[config.mk]
export PLATFORM = sky130hd
export DESIGN_NAME = conv_out_collector
export DESIGN_NICKNAME = d
export VERILOG_FILES = /design/src/rtl/conv_pkg.sv /design/src/rtl/conv_out_ram.sv /design/src/rtl/conv_out_collector.sv
export SDC_FILE = /design/constraint.sdc
export NUM_CORES = 2
export LEC_CHECK = 0
export ABC_AREA = 0
export BUFFER_PORTS_ARGS = -buffer_cell sky130_fd_sc_hd__clkbuf_2
export CAP_MARGIN = 10
export CORE_UTILIZATION = 34
export CTS_CLUSTER_DIAMETER = 30
export DETAILED_ROUTE_END_ITERATION = 16
export GPL_TIMING_DRIVEN = 1
export MAX_ROUTING_LAYER = met4
export PLACE_DENSITY_LB_ADDON = 0.1
export SLEW_MARGIN = 10
export SYNTH_ARGS = -nofsm -noshare
export SYNTH_HDL_FRONTEND = slang
export SYNTH_HIERARCHICAL = 1
export SYNTH_MEMORY_MAX_BITS = 65536
export SYNTH_SLANG_ARGS = --single-unit
[constraint.sdc]
create_clock -name clk -period 13.5 [get_ports clk]
set_clock_uncertainty 0.1 [all_clocks]
set_input_delay 2.025 -clock clk [delete_from_list [all_inputs] [get_ports clk]]
set_output_delay 2.025 -clock clk [all_outputs]
set_load 0.005 [all_outputs]
[src/rtl/conv_pkg.sv]
// Shared sizing, types and state encoding for the conv output collector.
// Optional argmax tracking in the top is enabled by COLLECT_MAX_EN.
package conv_pkg;

  localparam int DIM  = 28;
  localparam int K    = 5;
  localparam int ODIM = DIM - K + 1;
  localparam int NPIX = ODIM * ODIM;
  localparam int AW   = $clog2(NPIX);
  localparam int PW   = 8;
  localparam int RW   = $clog2(DIM);

  typedef logic [PW-1:0] pixel_t;
  typedef logic [AW-1:0] addr_t;
  typedef logic [RW-1:0] pos_t;

  typedef enum logic [1:0] {
    IDLE    = 2'd0,
    COLLECT = 2'd1,
    DONE    = 2'd2
  } state_t;

  // Only meaningful for kept positions (row, col >= K-1).
  function automatic addr_t out_addr(
    input pos_t r,
    input pos_t c
  );
    int a;
    a = (int'(r) - (K - 1)) * ODIM
      + (int'(c) - (K - 1));
    return addr_t'(a);
  endfunction

endpackage

[src/rtl/conv_out_ram.sv]
// ODIM x ODIM result buffer: one write port, one registered read port.
// Reads return the pre-write contents on an address collision.
module conv_out_ram
  import conv_pkg::*;
(
  input  logic          clk,
  input  logic          reset,
  input  logic          we,
  input  logic [AW-1:0] waddr,
  input  logic [PW-1:0] wdata,
  input  logic          rd_en,
  input  logic [AW-1:0] rd_addr,
  output logic [PW-1:0] rd_data
);

  logic [PW-1:0] mem [NPIX];
  logic          in_range;

  assign in_range = rd_addr < addr_t'(NPIX);

  always_ff @(posedge clk) begin
    if (we) begin
      mem[waddr] <= wdata;
    end
  end

  always_ff @(posedge clk or posedge reset) begin
    if (reset) begin
      rd_data <= '0;
    end else if (rd_en) begin
      rd_data <= in_range ? mem[rd_addr] : '0;
    end
  end

endmodule

[src/rtl/conv_out_collector.sv]
// Collects the conv pixel stream, keeps non-border results in a buffer.
// Define COLLECT_MAX_EN to add the max_val/max_addr argmax outputs.
module conv_out_collector
  import conv_pkg::*;
(
  input  logic          clk,
  input  logic          reset,
  input  logic          frame_start,
  input  logic          in_valid,
  input  logic [PW-1:0] pxl_in,
  input  logic          rd_en,
  input  logic [AW-1:0] rd_addr,
  output logic [PW-1:0] rd_data,
  output logic          frame_done,
  output logic [AW:0]   out_count
`ifdef COLLECT_MAX_EN
  ,
  output logic [PW-1:0] max_val,
  output logic [AW-1:0] max_addr
`endif
);

  state_t      state_q;
  state_t      state_d;
  pos_t        row_q;
  pos_t        row_d;
  pos_t        col_q;
  pos_t        col_d;
  pos_t        cur_row;
  pos_t        cur_col;
  logic [AW:0] cnt_q;
  logic [AW:0] cnt_d;
  logic        accept;
  logic        keep;
  logic        last;
  addr_t       waddr;

  // A pixel arriving with frame_start is raster index 0 of the new frame.
  always_comb begin
    cur_row = frame_start ? '0 : row_q;
    cur_col = frame_start ? '0 : col_q;
    accept  = in_valid
            && (frame_start || state_q == COLLECT);
    keep    = accept
            && cur_row >= pos_t'(K - 1)
            && cur_col >= pos_t'(K - 1);
    last    = accept
            && cur_row == pos_t'(DIM - 1)
            && cur_col == pos_t'(DIM - 1);
    waddr   = out_addr(cur_row, cur_col);
  end

  always_comb begin
    state_d = state_q;
    unique case (state_q)
      IDLE: begin
        if (frame_start) begin
          state_d = last ? DONE : COLLECT;
        end
      end
      COLLECT: begin
        if (last) begin
          state_d = DONE;
        end
      end
      DONE: begin
        if (frame_start) begin
          state_d = last ? DONE : COLLECT;
        end
      end
      default: state_d = IDLE;
    endcase
  end

  always_comb begin
    row_d = cur_row;
    col_d = cur_col;
    cnt_d = frame_start ? '0 : cnt_q;
    if (accept) begin
      if (cur_col == pos_t'(DIM - 1)) begin
        col_d = '0;
        if (cur_row == pos_t'(DIM - 1)) begin
          row_d = '0;
        end else begin
          row_d = cur_row + 1'b1;
        end
      end else begin
        col_d = cur_col + 1'b1;
      end
    end
    if (keep) begin
      cnt_d = cnt_d + 1'b1;
    end
  end

  always_ff @(posedge clk or posedge reset) begin
    if (reset) begin
      state_q <= IDLE;
      row_q   <= '0;
      col_q   <= '0;
      cnt_q   <= '0;
    end else begin
      state_q <= state_d;
      row_q   <= row_d;
      col_q   <= col_d;
      cnt_q   <= cnt_d;
    end
  end

  assign frame_done = (state_q == DONE);
  assign out_count  = cnt_q;

  conv_out_ram u_ram (
    .clk     (clk),
    .reset   (reset),
    .we      (keep),
    .waddr   (waddr),
    .wdata   (pxl_in),
    .rd_en   (rd_en),
    .rd_addr (rd_addr),
    .rd_data (rd_data)
  );

`ifdef COLLECT_MAX_EN
  // Strict compare so the earliest raster position of a tie wins.
  always_ff @(posedge clk or posedge reset) begin
    if (reset) begin
      max_val  <= '0;
      max_addr <= '0;
    end else if (frame_start) begin
      max_val  <= '0;
      max_addr <= '0;
    end else if (keep && pxl_in > max_val) begin
      max_val  <= pxl_in;
      max_addr <= waddr;
    end
  end
`endif

endmodule

* Word level (Yosys, flattened, before mapping) *
Memory sizes are Yosys's and may differ from the RTL's.
Cells that the tools add are included.
Widths: inputs -> output; s select.

storage, ports and cells
  bits in registers = 31
  memory bits (writable) = 4608
  memories = 1

memory list
  name       words  width  rd ports  clocked after Yosys merged registers in  wr ports  line                RTL
  u_ram.mem  576    8      1         0                                        1         conv_out_ram.sv:16  logic [PW-1:0] mem [NPIX];

cells by class
  add/sub/neg operators = 6
  multipliers = 1
  order comparisons = 3
  eq/ne operators = 6
  mux-type cells = 16
  reductions and logical operators = 9

operator list
  kind                   count
  $mux 5                 7
  $mux 11                2
  $sub 5x3->6 const B    2
  $add 11x1->11 const B  1
  $add 10x6->10          1
  $add 5x1->5 const B    2
  $eq 5x5->1 const B     2
  $ge 5x3->1 const B     2
  $lt 10x10->1 const B   1
  $mux 8                 1
  $mul 6x3->7 const B    1
  $mux 2                 3
  $logic_and 1x1->1      5
  $pmux 2 s2             1
  $eq 2x1->1 const B     1
  $eq 2x2->1 const B     1
  $logic_not 2->1        1
  $mux 1                 2
  $ne 2x1->1 const B     1
  $ne 2x2->1 const B     1
  $reduce_and 2->1       1
  $reduce_or 2->1        1
  $logic_or 1x1->1       1

* Depth between registers and ports, before layout *
  word-level depth = 8
  gate-level depth with buffers = 18
  depth with buffers taken out = 17

* Hierarchy *
Netlist, hierarchy kept.

by module, submodules not included
  module              times used  cells an instance  area an instance (um^2)
  conv_out_ram        1           8450               180000.1
  conv_out_collector  1           207                1841.8

* Worst setup path after synthesis *
OpenSTA, ideal clock, no wires.

  path kind = input to register
  start point = in frame_start
  end point = mem u_ram.mem[240][0] (enable)
  setup time = 395 ps
  arrival = 6234 ps
  required time = 13005 ps
  setup slack = 6771 ps
  stages = 17
  buffers on the path = 1
  path through = buf_6 nor2b_1 inv_1 ha_1 ha_1 inv_1 ha_1 ha_1 xor2_1 ha_1 o21ai_0 o21bai_1 a21oi_1 xnor2_1 nor3b_1 nand4_1 nor4_1

between the ends
  elaborated cells on any way between the ends = 14

RTL lines
  what                line                      RTL
  from (decl)         conv_out_collector.sv:8   input logic frame_start,
  $mux 5              conv_out_collector.sv:40  cur_row = frame_start ? '0 : row_q;
  $sub 5x3->6         conv_pkg.sv:29            a = (int'(r) - (K - 1)) * ODIM
  $mul 6x3->7         conv_pkg.sv:29
  $add 10x6->10 (*)   conv_pkg.sv:30            + (int'(c) - (K - 1));
  named net waddr[9]  conv_out_collector.sv:36  addr_t waddr;
  to (decl)           conv_out_ram.sv:16

Mark *: on every way through the listed nets, which the timed path passes. The rest lies on a longest branch.

* Worst setup path after layout *
  start point = in frame_start
  end point = mem u_ram.mem[215][6] (enable)

The elaborated chain is that of the path after synthesis.

==> impl_metrics.env <==
export IMPL_grt_pass1_vias=99640
export IMPL_die_area_um2=538000
export IMPL_setup_violations=0
export IMPL_start_kind="primary input"
export IMPL_synth_edf_count=4608
export IMPL_busiest_layer="met2"
export IMPL_arrival_ps=7890
export IMPL_slew_viol_final=0
export IMPL_syn_area_um2=182000
export IMPL_finalHoldViolations=0
export IMPL_vdd_drop_max_v=0.000132
export IMPL_ys_async_sr_fraction_pct=0.668
export IMPL_gr_total_overflow=0
export IMPL_ys_seq_area_share_pct=76.5
export IMPL_cts_tree="yes"
export IMPL_slew_limit_headroom_pct=1.16
export IMPL_syn_inst=8657
export IMPL_worst_pin_slew_ps=1470
export IMPL_synth_cell_types=81
export IMPL_antenna_found_initial=71
export IMPL_clockPowerShare_pct=59.9
export IMPL_p_int_uw=34500
export IMPL_tns_ps=0
export IMPL_min_period_ps=7240
export IMPL_io_pins=43
export IMPL_num_vias=98354
export IMPL_rows=268
export IMPL_use_met2_pct=37.0
export IMPL_yosys_area_top_type="edfxtp_1"
export IMPL_leakage_uw=0.0737
export IMPL_grt_usage_pct=24.8
export IMPL_start_util_pct=34.1
export IMPL_clock_sinks=4639
export IMPL_core_area_um2=533000
export IMPL_clkLatencyLatePin_ps=1170
export IMPL_area_delta_synth_final_pct=25.2
export IMPL_rsz0062_at_grt="false"
export IMPL_drive_above_1_share_pct=30.7
export IMPL_viasPerCell=5.63
export IMPL_p_per_area_nw_per_um2=192
export IMPL_avgRoutedWirePerCell_um=37.5
export IMPL_cts_resized=0
export IMPL_violations="max-capacitance violations"
export IMPL_hold_path_class="flop to flop"
export IMPL_hold_buffers=0
export IMPL_drt_pass1_iter_count=6
export IMPL_dieHeight_um=733
export IMPL_place_inst=15493
export IMPL_crit_type="primary input to flop"
export IMPL_met3_usage_pct=6.49
export IMPL_ys_flop_type="edfxtp_1"
export IMPL_grt_max_degree=133
export IMPL_fmax_ghz=0.138
export IMPL_layout_nets=9658
export IMPL_yosys_top_cells_area="edfxtp_1 76%, mux4_2 13%, mux2i_1 2.3%, nor2_1 1.3%, buf_6 0.54%"
export IMPL_synth_most_common_cell="edfxtp_1"
export IMPL_post_route_period_util_pct=53.6
export IMPL_status="finished with violations"
export IMPL_ys_ff_latch=4639
export IMPL_wl_um=654000
export IMPL_hpwl_um=407000
export IMPL_endpoint_kind="flop"
export IMPL_clock_path_buffers=5
export IMPL_synthTopCellsByCount="4,608 x edfxtp_1, 1,057 x mux4_2, 631 x nor2_1, 414 x mux2i_1, 257 x nand2_1"
export IMPL_gp_congestion=0.866
export IMPL_io_buffers=42
export IMPL_root_buffer="clkbuf_16"
export IMPL_synth_top_area_share_pct=76.1
export IMPL_fin_cells=17465
export IMPL_p_switching_uw=9290
export IMPL_die_w_um=733
export IMPL_critPathRequiredTime_ps=14150
export IMPL_grt_use_met1_pct=33.6
export IMPL_numCtsBuffers=1127
export IMPL_clkSlewWorstSetupHoldPaths_ps=50
export IMPL_crit_fanout=20
export IMPL_maxCapViolCount=1
export IMPL_p_seq_share_pct=36.3
export IMPL_cts_max_level=7
export IMPL_drc=0
export IMPL_antenna_left=0
export IMPL_p_sw_share_pct=21.2
export IMPL_syn_nets=8712
export IMPL_drtIter0Drc=12800
export IMPL_comb_power_share_pct=3.8
export IMPL_grt_pass1_wl_um=883000
export IMPL_avgSynthCellArea_um2=21.0
export IMPL_post_cts_buffers=0
export IMPL_yosys_warnings=6
[sequential cells by signal (all words and copies together), names as in the netlist]
signal,flops
u_ram/mem,4608
out_count,11
col_q,5
state_q,2
u_ram/rd_data,8
row_q,5
[layer usage]
| metal | wire, um | vias to the layer above |
|---|---|---|
| met5 | 0 | - |
| met4 | 16700 | 0 |
| met3 | 56800 | 958 |
| met2 | 303000 | 5042 |
| met1 | 277000 | 53774 |
| li1 | - | 38580 |
[power groups by stage]
stage | clock, uW | combinational [uW] | sequential, uW
5_1_grt | 27300 | 1710 | 15900
4_1_cts | 26600 | 1670 | 15900
6_report | 26200 | 1660 | 15900
2_1_floorplan | 0 | 768 | 16100
3_5_place_dp | 0 | 1670 | 16200
3_3_place_gp | 0 | 1670 | 16200
[worst paths after layout]
kind / start / endpoint / slack (ps) / depth (start not counted)
worst min-delay path: state_q[1] / state_q[0] / 400 / 1
min in group asynchronous: reset / u_ram/rd_data[4] / 950 / 2
worst max-delay path: frame_start / u_ram/mem[215][6] / 6260 / 18
max in group asynchronous: reset / row_q[2] / 11560 / 2
worst min register to register: state_q[1] / state_q[0] / 400 / 1
worst max register to register: row_q[2] / u_ram/mem[215][6] / 7240 / 17
[worst max-delay path: stages]
cell	delay, ps
clkbuf_2	300
nor2b_1	510
inv_1	200
ha_1	230
ha_1	310
inv_1	120
ha_1	250
ha_1	360
xor2_1	170
ha_1	340
o21ai_0	150
o21bai_1	140
a21oi_1	250
xnor2_1	310
nor3b_1	340
buf_4	280
nand2_1	670
nor2_1	890
[kinds of logic after synthesis]
kind of cell / after synthesis / share of synthesized area [%]
adders and majority gates: 32 / 0.228
and+or+nand+nor: 1213 / 2.88
AOI/OAI and AO/OA: 691 / 2.67
buffers and inverters: 562 / 1.89
muxes: 1505 / 15.7
DFF: 4639 / 76.5
xor gates and xnor gates: 15 / 0.0722
[cell type report]
| cell class | count | area [um2] |
|---|---|---|
| Multi-Input combinational cell | 3456 | 39800 |
| Fill cell | 45765 | 305000 |
| Antenna cell | 42 | 105 |
| Clock buffer | 1267 | 29400 |
| Inverter | 34 | 150 |
| Timing Repair Buffer | 345 | 2940 |
| Sequential cell | 4639 | 139000 |
| Tap cell | 7020 | 8780 |
| Clock inverter | 662 | 7350 |
[placed cells by master, fill, tap and decap left out, types with 91 or more instances in the layout]
| cell type | n |
|---|---|
| edfxtp_1 | 4608 |
| a21oi_1 | 138 |
| nor2_1 | 623 |
| clkinv_1 | 151 |
| clkinv_2 | 158 |
| buf_4 | 277 |
| o221ai_1 | 97 |
| a22oi_1 | 91 |
| bufinv_16 | 140 |
| nand2_1 | 244 |
| mux4_2 | 1057 |
| mux2i_1 | 413 |
| clkinvlp_4 | 99 |
| clkbuf_16 | 1157 |
| clkbuf_1 | 108 |
[per-stage QoR]
step	hold slack, ps	cell area, um2	util (%)	setup WS [ps]	power [uW]
2_1_floorplan	346	182000	-	6770	16900
3_3_place_gp	364	191000	35.8	4860	17800
3_5_place_dp	379	191000	35.8	5070	17800
4_1_cts	385	228000	42.7	6270	44100
5_1_grt	426	228000	42.7	5950	44900
6_report	396	228000	42.7	6260	43800
Power figures use the tool's default switching activity.
